[config.mk]
export PLATFORM = sky130hd
export DESIGN_NAME = pad_ring_bist_flat
export DESIGN_NICKNAME = d
export VERILOG_FILES = /design/src/rtl/pad_ring_bist_pkg.sv /design/src/rtl/pad_ring_bist_if.sv /design/src/rtl/pad_ring_bist_pattern.sv /design/src/rtl/pad_ring_bist.sv /design/src/flat_wrapper.sv
export SDC_FILE = /design/constraint.sdc
export NUM_CORES = 1
export LEC_CHECK = 0
export CORE_AREA = 2 2 71 73
export CTS_CLUSTER_DIAMETER = 80
export DETAILED_ROUTE_END_ITERATION = 7
export DIE_AREA = 0 0 73 75
export MAX_ROUTING_LAYER = met4
export PLACE_DENSITY = 0.8
export SYNTH_ARGS = -nofsm -noshare
export SYNTH_HDL_FRONTEND = slang
export SYNTH_HIERARCHICAL = 1
export SYNTH_SLANG_ARGS = --single-unit
export TNS_END_PERCENT = 50
[constraint.sdc]
create_clock -name clk -period 3.1 [get_ports clk]
set_clock_uncertainty 0.05 [all_clocks]
set_input_delay 0.62 -clock clk [delete_from_list [all_inputs] [get_ports clk]]
set_output_delay 0.62 -clock clk [all_outputs]
set_load 0.02 [all_outputs]
[src/rtl/pad_ring_bist_pkg.sv]
// Shared types and helpers for the pad-ring loopback BIST sequencer.
package pad_ring_bist_pkg;

    localparam int unsigned SETTLE_W = 8;

    typedef enum logic [2:0] {
        ST_IDLE   = 3'd0,
        ST_DRIVE  = 3'd1,
        ST_SETTLE = 3'd2,
        ST_SAMPLE = 3'd3,
        ST_DONE   = 3'd4
    } state_e;

    // Number of pattern steps: walking-one only, or walking-one plus walking-zero.
    function automatic int unsigned steps(input int unsigned n, input logic walk0);
        return walk0 ? 2 * n : n;
    endfunction

endpackage

[src/rtl/pad_ring_bist_if.sv]
// Control/status and pad-side signals of the pad-ring BIST, grouped with directional modports.
interface pad_ring_bist_if #(
    parameter int unsigned N_PADS = 8
);
    logic              start;
    logic              abort;
    logic              walk0_en;
    logic [N_PADS-1:0] pad_mask;
    logic [N_PADS-1:0] pad_in;
    logic [N_PADS-1:0] pad_oe;
    logic [N_PADS-1:0] pad_out;
    logic              busy;
    logic              done;
    logic              pass;
    logic [N_PADS-1:0] fail_mask;

    modport master (
        output start, abort, walk0_en, pad_mask, pad_in,
        input  pad_oe, pad_out, busy, done, pass, fail_mask
    );

    modport slave (
        input  start, abort, walk0_en, pad_mask, pad_in,
        output pad_oe, pad_out, busy, done, pass, fail_mask
    );
endinterface

[src/rtl/pad_ring_bist_pattern.sv]
// Step-to-pattern generator (onehot, then inverted onehot) and per-pad mismatch reduction.
module pad_ring_bist_pattern
    import pad_ring_bist_pkg::*;
#(
    parameter int unsigned N_PADS = 8,
    parameter int unsigned STEP_W = 4
) (
    input  logic [STEP_W-1:0] step_i,
    input  logic [N_PADS-1:0] pad_in_i,
    input  logic [N_PADS-1:0] drive_i,
    input  logic [N_PADS-1:0] mask_i,
    output logic [N_PADS-1:0] pattern_o,
    output logic [N_PADS-1:0] miss_o
);
    logic              phase;
    logic [STEP_W-1:0] idx;
    logic [N_PADS-1:0] onehot;

    always_comb begin
        phase     = (step_i >= STEP_W'(N_PADS));
        idx       = phase ? (step_i - STEP_W'(N_PADS)) : step_i;
        onehot    = {{(N_PADS-1){1'b0}}, 1'b1} << idx;
        pattern_o = phase ? ~onehot : onehot;
    end

    // drive_i is already masked, so XOR against it equals XOR against the raw pattern on masked pads.
    assign miss_o = (pad_in_i ^ drive_i) & mask_i;

endmodule

[src/rtl/pad_ring_bist.sv]
// Pad-ring loopback BIST: walks one/zero patterns through the pads and collects a sticky fail mask.
module pad_ring_bist
    import pad_ring_bist_pkg::*;
#(
    parameter int unsigned N_PADS     = 8,
    parameter int unsigned SETTLE_CYC = 4
) (
    input  logic            clk,
    input  logic            rst,
    pad_ring_bist_if.slave  bus
);
    localparam int unsigned STEP_W = $clog2(2 * N_PADS);

    state_e              state_q;
    logic [STEP_W-1:0]   step_q;
    logic [STEP_W-1:0]   step_d;
    logic [STEP_W-1:0]   last_step;
    logic [SETTLE_W-1:0] cnt_q;
    logic                walk0_q;
    logic [N_PADS-1:0]   mask_q;
    logic [N_PADS-1:0]   mask_d;
    logic [N_PADS-1:0]   pattern;
    logic [N_PADS-1:0]   miss;
    logic [N_PADS-1:0]   pad_oe_q;
    logic [N_PADS-1:0]   pad_out_q;
    logic [N_PADS-1:0]   fail_q;
    logic                busy_q;
    logic                done_q;
    logic                pass_q;

    // Step and mask that apply on the next entry into DRIVE (from IDLE or from SAMPLE).
    assign step_d    = (state_q == ST_SAMPLE) ? (step_q + STEP_W'(1)) : '0;
    assign mask_d    = (state_q == ST_IDLE) ? bus.pad_mask : mask_q;
    assign last_step = STEP_W'(steps(N_PADS, walk0_q) - 1);

    pad_ring_bist_pattern #(
        .N_PADS (N_PADS),
        .STEP_W (STEP_W)
    ) u_pattern (
        .step_i    (step_d),
        .pad_in_i  (bus.pad_in),
        .drive_i   (pad_out_q),
        .mask_i    (mask_q),
        .pattern_o (pattern),
        .miss_o    (miss)
    );

    always_ff @(posedge clk) begin
        if (rst) begin
            state_q   <= ST_IDLE;
            step_q    <= '0;
            cnt_q     <= '0;
            walk0_q   <= 1'b0;
            mask_q    <= '0;
            pad_oe_q  <= '0;
            pad_out_q <= '0;
            fail_q    <= '0;
            busy_q    <= 1'b0;
            done_q    <= 1'b0;
            pass_q    <= 1'b0;
        end else if (bus.abort) begin
            state_q   <= ST_IDLE;
            pad_oe_q  <= '0;
            pad_out_q <= '0;
            busy_q    <= 1'b0;
            done_q    <= 1'b0;
        end else begin
            done_q <= 1'b0;
            case (state_q)
                ST_IDLE: begin
                    if (bus.start) begin
                        state_q   <= ST_DRIVE;
                        walk0_q   <= bus.walk0_en;
                        mask_q    <= bus.pad_mask;
                        fail_q    <= '0;
                        step_q    <= '0;
                        pad_oe_q  <= bus.pad_mask;
                        pad_out_q <= pattern & mask_d;
                        busy_q    <= 1'b1;
                    end
                end
                ST_DRIVE: begin
                    state_q <= ST_SETTLE;
                    cnt_q   <= '0;
                end
                ST_SETTLE: begin
                    if (cnt_q == SETTLE_W'(SETTLE_CYC - 1)) begin
                        state_q <= ST_SAMPLE;
                    end else begin
                        cnt_q <= cnt_q + SETTLE_W'(1);
                    end
                end
                ST_SAMPLE: begin
                    fail_q <= fail_q | miss;
                    if (step_q == last_step) begin
                        state_q   <= ST_DONE;
                        pad_oe_q  <= '0;
                        pad_out_q <= '0;
                        done_q    <= 1'b1;
                        pass_q    <= ((fail_q | miss) == '0);
                    end else begin
                        state_q   <= ST_DRIVE;
                        step_q    <= step_d;
                        pad_out_q <= pattern & mask_d;
                    end
                end
                ST_DONE: begin
                    state_q <= ST_IDLE;
                    busy_q  <= 1'b0;
                end
                default: begin
                    state_q   <= ST_IDLE;
                    pad_oe_q  <= '0;
                    pad_out_q <= '0;
                    busy_q    <= 1'b0;
                end
            endcase
        end
    end

    assign bus.pad_oe    = pad_oe_q;
    assign bus.pad_out   = pad_out_q;
    assign bus.busy      = busy_q;
    assign bus.done      = done_q;
    assign bus.pass      = pass_q;
    assign bus.fail_mask = fail_q;

endmodule
[src/flat_wrapper.sv]
// flat-port wrapper written by rule: the top's interface ports become plain ports
module pad_ring_bist_flat import pad_ring_bist_pkg::*;
#(
    parameter int unsigned N_PADS     = 8,
    parameter int unsigned SETTLE_CYC = 4
)
  (clk, rst, bus_start, bus_abort, bus_walk0_en, bus_pad_mask, bus_pad_in, bus_pad_oe, bus_pad_out, bus_busy, bus_done, bus_pass, bus_fail_mask);
  pad_ring_bist_if #(.N_PADS(N_PADS)) bus_i ();
  input  logic clk;
  input  logic rst;
  input wire logic [$bits(bus_i.start)-1:0] bus_start;
  input wire logic [$bits(bus_i.abort)-1:0] bus_abort;
  input wire logic [$bits(bus_i.walk0_en)-1:0] bus_walk0_en;
  input wire logic [$bits(bus_i.pad_mask)-1:0] bus_pad_mask;
  input wire logic [$bits(bus_i.pad_in)-1:0] bus_pad_in;
  output wire logic [$bits(bus_i.pad_oe)-1:0] bus_pad_oe;
  output wire logic [$bits(bus_i.pad_out)-1:0] bus_pad_out;
  output wire logic [$bits(bus_i.busy)-1:0] bus_busy;
  output wire logic [$bits(bus_i.done)-1:0] bus_done;
  output wire logic [$bits(bus_i.pass)-1:0] bus_pass;
  output wire logic [$bits(bus_i.fail_mask)-1:0] bus_fail_mask;
  assign bus_i.start = bus_start;
  assign bus_i.abort = bus_abort;
  assign bus_i.walk0_en = bus_walk0_en;
  assign bus_i.pad_mask = bus_pad_mask;
  assign bus_i.pad_in = bus_pad_in;
  assign bus_pad_oe = bus_i.pad_oe;
  assign bus_pad_out = bus_i.pad_out;
  assign bus_busy = bus_i.busy;
  assign bus_done = bus_i.done;
  assign bus_pass = bus_i.pass;
  assign bus_fail_mask = bus_i.fail_mask;
  pad_ring_bist #(.N_PADS(N_PADS), .SETTLE_CYC(SETTLE_CYC)) u_core (.clk(clk), .rst(rst), .bus(bus_i));
endmodule
==> metrics.txt <==
most used flip-flop cell after synthesis=dfxtp_1; RSZ-0062 raised after global routing=no; initial antenna violation count=0; static leakage=1.15 nW; crit path max fanout=12; clock latency on the worst-skew pair=0.30 ns; clock period minus worst slack=2.18 ns; maxcap violations=0; NumNets Final=356; Unique masters post-synth=46; Fmax achieved=0.458 GHz; Clock Pin Slew Worst Setup and Hold Paths=0.09 ns; Routed WL=5.77 mm; Worst EP required=3.30 ns; Final period util=70.4%; core region area=4660 sq um; sequential cell area fraction in the yosys report=40.4%; DR DRC count=0; CTS Buffer Depth=2; FF-to-FF setup slack=0.94 ns; Final Power=0.00121 W; WHS Endpoint=u_core/bus.pad_oe[2]; die area=5480 sq um; Syn Inst Count=288; maximum number of pins on one net before global-route repair=21; drt wl/cell=14.9 microns; Yosys reg bits=51; IO buf count=47; cell taking the most area after synthesis=dfxtp_1; drt pass-1 iters=4; Yosys Warn Count=6; CP Capture Type=flop; r2r startpoint=u_core/state_q[1]; mean post-synth cell area=8.78 sq um; initial DRC count=128; worst vdd ir=260 uV; Die Width=73 microns; IO Pins=48; Post-synth EDFFs=0; worst hold path type=flop to flop; Setup-failing EPs final=0; Initial Util=54.3%; Cell Rows=25; H-tree Lvls=2; outcome=finished, final reports clean; share of the synthesized area in the top cell type=40.4%; filler instances=422; HP Start=u_core/bus.pad_oe[2]; vias in the first global route=1,920; PwrDens=389 nW/um^2; postcts setup bufs=0; antenna diode count=0; Fin. Hold Viols=0; Worst Tran Pin Value=0.626 ns; cts repair resizes=0; Slew HR=58.3%; startpoint types=primary input; GRT Util Overall=22.6%; post-synth net total=311; Die Height=75 microns; CTS tree=yes; worst r2r dst=u_core/bus.pad_out[4]; Synth area leaders=dfxtp_1, a21oi_1, nand3_1, xor2_1, nand2_1; worst-case reg-to-reg path depth=5; # hold bufs at CTS=0; total global routing overflow=0; Routed Antenna Nets=0; arrival time worst endpoint=2.38 ns; Post-Syn Area=2530 sq um; DR vias=2,212; root buf cell=clkbuf_8; Synth-to-Final Area Change=23.3%; Final Max Slew Viols=0; FFs w/ async S/R, synth=0%; RePlAce Congestion=0.819; setup TNS=0 ns; layout cell share with drive strength beyond 1=7.19%; clk sink count=51; hold-critical path depth=2; Vias/cell=5.70; final core utilization=66.9%; Worst Path Class, Setup=primary input to flop; DP HPWL=4.21 mm; global-route wire length before repair=9.32 mm; TritonCTS Buffers=5
cell usage after synthesis, types with 2 or more instances:
| library cell | number |
|---|---|
| a32o_1 | 8 |
| nor4_1 | 5 |
| xor2_1 | 15 |
| nor4b_1 | 2 |
| buf_6 | 2 |
| a22o_1 | 8 |
| or4_1 | 3 |
| nand4b_1 | 2 |
| xnor2_1 | 7 |
| nand2_1 | 25 |
| mux2i_1 | 9 |
| o21ai_0 | 8 |
| buf_2 | 3 |
| or3_1 | 2 |
| a21o_1 | 3 |
| nor3_1 | 6 |
| buf_4 | 2 |
| nand3_1 | 27 |
| a21oi_1 | 30 |
| nand4_1 | 2 |
| nand3b_1 | 4 |
| and2_1 | 10 |
| clkbuf_1 | 8 |
| nor2_1 | 20 |
| nor3b_1 | 4 |
| or2_2 | 2 |
| ha_1 | 2 |
| dfxtp_1 | 51 |
worst max-delay path by stage:
stage / startpoint / end / slack, ns / depth (start not counted)
after detailed placement: bus_start / u_core/step_q[3] / 0.60 / 5
final: bus_start / u_core/step_q[3] / 0.92 / 5
after CTS: bus_start / u_core/step_q[3] / 0.92 / 5
after floorplan: u_core/state_q[2] / u_core/bus.pad_out[4] / 1.32 / 6
after global placement: bus_start / u_core/step_q[3] / 0.65 / 5
after global routing: bus_start / u_core/step_q[1] / 0.75 / 5
registers in the layout, summed over array words and instances, names as in the netlist:
signal,cells
u_core/bus.busy,1
u_core/bus.done,1
u_core/bus.fail_mask,8
u_core/bus.pad_oe,8
u_core/bus.pad_out,8
u_core/bus.pass,1
u_core/cnt_q,8
u_core/mask_q,8
u_core/state_q,3
u_core/step_q,4
u_core/walk0_q,1
through the flow:
step	std cells	setup slack (ns)	area [sq um]	hold slack, ns
floorplan	288	1.32	2530	0.394
detailed placement	380	0.600	3030	0.396
global route	388	0.753	3120	0.423
CTS	388	0.924	3120	0.417
finish	388	0.919	3120	0.413
global placement	380	0.645	3030	0.395
metal layers:
| layer | GRT usage, % | vias up | routed length [microns] |
|---|---|---|---|
| li1 | - | 1134 | - |
| met5 | - | - | 0 |
| met3 | 4.42 | 5 | 249 |
| met1 | 32.7 | 1020 | 2860 |
| met4 | 4.32 | 0 | 33 |
| met2 | 32.9 | 53 | 2630 |
area by class of cell:
type	instances	area, sq um	share of cell area [%]
Inverter	1	3.75	0.120
Tap cell	54	67.6	2.17
Clock buffer	5	68.8	2.21
Clock inverter	3	18.8	0.602
Timing Repair Buffer	53	515	16.5
Multi-Input combinational cell	221	1420	45.6
Sequential cell	51	1020	32.8
power by group:
part	internal, W	switching, W	total (W)
clock	0.000159	0.000222	0.000381
combinational	0.0000710	0.0000799	0.000151
sequential	0.000667	0.0000138	0.000681
critical path, cell delays in order:
cell	delay, ns
clkdlybuf4s50_1	0.49
or3b_2	0.49
a21oi_2	0.48
nand3_1	0.15
a21oi_1	0.14
cell families after synthesis:
group / count (synthesis) / share of synthesized area, %
buffers and inverters: 16 / 3.41
XOR/XNOR: 23 / 8.26
adder cells (fa/ha/maj): 2 / 0.989
flip-flops: 51 / 40.4
AO/OA/AOI/OAI: 63 / 16.4
multiplexers: 9 / 3.56
AND/OR/NAND/NOR: 124 / 27.0
cell usage in the layout, fill, tap and decap left out, types with 7 or more instances in the layout:
cell type	instances
xor2_1	15
a32o_1	8
clkdlybuf4s50_1	47
nand2_1	25
nand3_1	27
a21oi_1	30
nor2_1	20
xnor2_1	7
dfxtp_1	51
and2_1	10
o21ai_0	8
mux2i_1	9
a22o_1	8
No activity file was read; power rests on OpenSTA's default activity.
==> RTL change 1, RTL diff (same settings) <==
`N_PADS` is set to 8 in 4 places; all go to 4.
--- a/src/rtl/pad_ring_bist_if.sv
+++ b/src/rtl/pad_ring_bist_if.sv
@@ -1,6 +1,6 @@
 // Control/status and pad-side signals of the pad-ring BIST, grouped with directional modports.
 interface pad_ring_bist_if #(
-    parameter int unsigned N_PADS = 8
+    parameter int unsigned N_PADS = 4
 );
     logic              start;
     logic              abort;
--- a/src/rtl/pad_ring_bist_pattern.sv
+++ b/src/rtl/pad_ring_bist_pattern.sv
@@ -2,7 +2,7 @@
 module pad_ring_bist_pattern
     import pad_ring_bist_pkg::*;
 #(
-    parameter int unsigned N_PADS = 8,
+    parameter int unsigned N_PADS = 4,
     parameter int unsigned STEP_W = 4
 ) (
     input  logic [STEP_W-1:0] step_i,
--- a/src/rtl/pad_ring_bist.sv
+++ b/src/rtl/pad_ring_bist.sv
@@ -2,7 +2,7 @@
 module pad_ring_bist
     import pad_ring_bist_pkg::*;
 #(
-    parameter int unsigned N_PADS     = 8,
+    parameter int unsigned N_PADS     = 4,
     parameter int unsigned SETTLE_CYC = 4
 ) (
     input  logic            clk,
--- a/src/flat_wrapper.sv
+++ b/src/flat_wrapper.sv
@@ -1,7 +1,7 @@
 // flat-port wrapper written by rule: the top's interface ports become plain ports
 module pad_ring_bist_flat import pad_ring_bist_pkg::*;
 #(
-    parameter int unsigned N_PADS     = 8,
+    parameter int unsigned N_PADS     = 4,
     parameter int unsigned SETTLE_CYC = 4
 )
   (clk, rst, bus_start, bus_abort, bus_walk0_en, bus_pad_mask, bus_pad_in, bus_pad_oe, bus_pad_out, bus_busy, bus_done, bus_pass, bus_fail_mask);
Interface: changed (5 resized); port bits go from 48 to 28. The function was not compared with the original's and may differ.
==> RTL change 1 against the unedited design <==
Wire length is 32% lower. Setup slack worse by 0.20 ns. Area after synthesis fell by 30%. Sequential cell count shrank 17. Total power is 29% lower. Final area is 31% lower. Utilization is 21 points lower. Cell count is 30% lower. Global-route usage down 6.0 points. Largest cell class unchanged. Largest power group unchanged.
==> RTL change 1: results (changes against the unedited design) <==
Main synth FF type=dfxtp_1; largest net degree at the start of global routing=22 (+4.8%); grt met1 use=20.2% (-12 points); DP Worst Slack=0.625 ns (+0.0254 ns); HPWL after DPL=2950 microns (-30%); vias in the first global route=1,471 (-23%); status=finished, final reports clean; Root Buffer=clkbuf_8; grt met2 use=25.9% (-7.0 points); max reg flops=8; Vias/cell=5.48 (-3.9%); Synth top cells by count=34 x dfxtp_1, 18 x nor2_1, 12 x a21oi_1; CTS clk-pin slew, worst paths=0.06 ns (-0.03 ns); Syn Nets=207 (-33%); Area contributors post-synth=dfxtp_1 39%, xor2_1 4.0%, nor2_1 3.8%, a21oi_1 3.4%, mux2i_1 2.8%; async set or reset register ratio after synthesis=0% (unchanged); DR iter-0 viols=109 (-15%); crit-path max FO=14 (+2); Leakage=0.759 nW (-34%); slew margin rel.=59.3% (+1.0 points); Tot GR Track Use=16.6% (-6.0 points); Biggest register=u_core/cnt_q; global-route wire length before repair=6740 microns (-28%); clk buf depth=2 (unchanged); instance area after placement=2070 sq um (-32%); I/O Buffers=27 (-43%); DR WL/cell=14.4 microns (-2.9%); Synth cell types=51 (+11%); RePlAce Congestion=0.926 (+13%); Synth warnings=6 (unchanged); layout cells sized above 1=11.4% (+4.2 points); post-cts resize count=0 (unchanged); # fillers=453 (+7.3%); worst vdd ir=0.189 mV (-27%); clock buffer count from CTS=5 (unchanged); HP Class=reg2reg; diode count=0 (unchanged); met3 usage=4.15% (-0.27 points); Setup Buffers After CTS=0 (unchanged); htree depth=2 (unchanged); Worst-Skew Late Latency=0.29 ns; antenna violations before repair=0 (unchanged); first-pass iteration count of the detailed router=5 (+1); Nets=235 (-34%); register area share after synthesis=38.7% (-1.7 points); crit path DAT=2.51 ns (+0.13 ns)
[RTL change 1: cell count changes after synthesis, moves of 4 or more]
cell | before | now
a21oi_1 | 30 | 12
a22o_1 | 8 | 0
a32o_1 | 8 | 4
and2_1 | 10 | 6
clkbuf_1 | 8 | 4
dfxtp_1 | 51 | 34
mux2_2 | 0 | 4
mux2i_1 | 9 | 5
nand2_1 | 25 | 11
nand3_1 | 27 | 5
xor2_1 | 15 | 8
[RTL change 1: cell type report]
| type | instances | area, sq um | area share [%] |
|---|---|---|---|
| repair buffers | 29 | 285 | 13.3 |
| clock buffers | 5 | 68.8 | 3.21 |
| multi-input cells | 145 | 1020 | 47.5 |
| inverters | 4 | 15.0 | 0.700 |
| flip-flops and latches | 34 | 681 | 31.7 |
| clock inverters | 2 | 10.0 | 0.466 |
| well taps | 54 | 67.6 | 3.15 |
[RTL change 1: worst paths after layout]
| kind | startpoint | end | slack (ns) | cells after the start |
|---|---|---|---|---|
| worst min register to register | u_core/bus.busy$_SDFFE_PP0P_ | u_core/bus.busy$_SDFFE_PP0P_ | 0.42 | 1 |
| worst max register to register | u_core/state_q[0]$_SDFFE_PP0P_ | u_core/bus.pad_out[3]$_SDFFE_PP0P_ | 0.72 | 8 |
| worst max-delay path | u_core/state_q[0]$_SDFFE_PP0P_ | u_core/bus.pad_out[3]$_SDFFE_PP0P_ | 0.72 | 8 |
| worst min-delay path | u_core/bus.busy$_SDFFE_PP0P_ | u_core/bus.busy$_SDFFE_PP0P_ | 0.42 | 1 |
[RTL change 1: routing by layer]
layer	vias up	wire length, microns
met3	9	183
met1	700	1770
met4	0	85
met5	-	0
li1	746	-
met2	40	1910
[RTL change 1: metrics by stage]
stage	util (%)	power [mW]	cells
3_5_place_dp	44.3	0.560	266
2_1_floorplan	-	0.522	191
5_1_grt	46.0	0.895	273
6_report	46.0	0.859	273
4_1_cts	46.0	0.868	273
3_3_place_gp	44.3	0.558	266
[RTL change 1: where the power goes]
part | switching, mW | leakage [nW] | total [mW] | internal, mW
registers | 0.00945 | 0.275 | 0.454 | 0.445
clock network | 0.158 | 0.0438 | 0.309 | 0.151
logic | 0.0494 | 0.440 | 0.0966 | 0.0472
[RTL change 1: cell families (layout without fill, tap and decap cells)]
group           after synthesis  count (layout)  synth area share [%]
mux                           9               9                  5.41
simple gates                 80              80                  27.2
buf+inv                      12              40                  3.34
compound gates               40              40                  15.7
xor+xnor                     13              13                  7.54
fa+ha+maj                     3               3                  2.14
flops                        34              34                  38.7
[RTL change 1: critical path: stages (launching register included)]
cell      delay, ns
dfxtp_1        0.69
nand3b_1       0.27
nor2_1         0.37
nor2_1         0.10
ha_1           0.22
nor2_4         0.16
xor2_1         0.08
nand2_1        0.05
a2bb2o_1       0.27
==> RTL change 2, RTL diff (same settings) <==
Without the edit above. Make the reset (`rst`) asynchronous in one clocked block.
--- a/src/rtl/pad_ring_bist.sv
+++ b/src/rtl/pad_ring_bist.sv
@@ -45,7 +45,7 @@
         .miss_o    (miss)
     );
 
-    always_ff @(posedge clk) begin
+    always_ff @(posedge clk or posedge rst) begin
         if (rst) begin
             state_q   <= ST_IDLE;
             step_q    <= '0;
Behaviour: differs if rst is asserted again (counterexample within 4 cycles, from zero or initial values and one cycle with rst high); with rst held inactive, the same outputs for 10 cycles.
==> RTL change 2 against the unedited design <==
Final area increased by 3.5%. Sequential cell count is the same. Setup slack worse by 0.12 ns. Area after synthesis grew 2.5%. Count of clock-buffer cells in the layout up 1. Wire length decreased by 9.3%. Synthesized cell count fell by 21%.
Power is not compared: it rests on default switching activity, and its combinational part moved more than twofold at a synthesized area within 25%.
==> RTL change 2: results (changes against the unedited design) <==
status=finished, final reports clean; global-route wire length before repair=8560 microns (-8.2%); crit path DAT=2.44 ns (+0.06 ns); register area share after synthesis=49.2% (+8.9 points); post-synthesis cell count=228 (-21%); clk cell area share=4.11% (+1.3 points); Synth Area in Compound Gates=12.5% (-3.9 points); DR iter-0 viols=167 (+30%); HPWL after DPL=3850 microns (-8.5%); area of the multi-input gates=1220 sq um (-14%); #MultiIn Comb=161 (-27%); DP Worst Slack=0.479 ns (-0.121 ns); Inverters excl. clock=6 (+5); Tot GR Track Use=21.3% (-1.2 points); Placed Cells=323 (-15%); Layout clock buffers=6 (+1); Seq/total area=39.6% (+6.8 points); Synth top cells by count=51 x dfrtp_1, 21 x nor2_1, 20 x mux2_2; Post-Synth Adder-Cell Area=0.965% (-0.024 points); Syn Nets=251 (-19%); async set or reset register ratio after synthesis=100% (+100 points); # fillers=349 (-17%); mux share of post-synthesis cell area=10.8% (+7.2 points); slew margin rel.=53.5% (-4.8 points); buffer share of cell area=15.5% (-1.0 points); Synth cell types=44 (-4.3%); Nets=299 (-16%); DRT Wirelength=5230 microns (-9.3%); layout cells sized above 1=15.5% (+8.3 points); post-synthesis xor/xnor area fraction=7.43% (-0.83 points); Vias/cell=5.63 (-1.3%); bufs w/o clock=51 (-3.8%); largest net degree at the start of global routing=29 (+38%)
[RTL change 2: cell count changes in the layout (fill, tap and decap cells not counted), sizes merged, moves of 4 or more]
cell / delta
a21oi: -17
nand2: -19
dfrtp: +51
inv: +4
dfxtp: -51
mux2i: -7
nand3: -21
mux2: +23
[RTL change 2: final timing paths]
kind | to | cells past startpoint | start | slack, ns
worst min-delay path | u_core/bus.busy$_DFFE_PP0P_ | 1 | u_core/bus.busy$_DFFE_PP0P_ | 0.46
worst max-delay path | u_core/step_q[2]$_DFFE_PP0P_ | 5 | bus_abort | 0.80
worst max register to register | u_core/bus.pad_out[4]$_DFFE_PP0P_ | 6 | u_core/state_q[0]$_DFFE_PP0P_ | 0.89
worst min register to register | u_core/bus.busy$_DFFE_PP0P_ | 1 | u_core/bus.busy$_DFFE_PP0P_ | 0.46
min in group asynchronous | u_core/bus.fail_mask[3]$_DFFE_PP0P_ | 2 | rst | 0.64
max in group asynchronous | u_core/state_q[1]$_DFFE_PP0P_ | 3 | rst | 1.76
[RTL change 2: metal layers]
| layer | routed length (microns) | part of all wire (%) | track usage (%) | vias up |
|---|---|---|---|---|
| met4 | 58 | 1.1 | 6.79 | 0 |
| met5 | 0 | 0 | - | - |
| met3 | 213 | 4.1 | 5.35 | 6 |
| met1 | 2600 | 50 | 30.9 | 905 |
| met2 | 2360 | 45 | 29.4 | 41 |
| li1 | - | - | - | 911 |
[RTL change 2: metrics by stage]
| stage | total power, mW | area, sq um |
|---|---|---|
| 3_3_place_gp | 1.21 | 3090 |
| 5_1_grt | 1.83 | 3220 |
| 6_report | 1.75 | 3220 |
| 4_1_cts | 1.76 | 3220 |
| 3_5_place_dp | 1.22 | 3090 |
| 2_1_floorplan | 1.06 | 2590 |
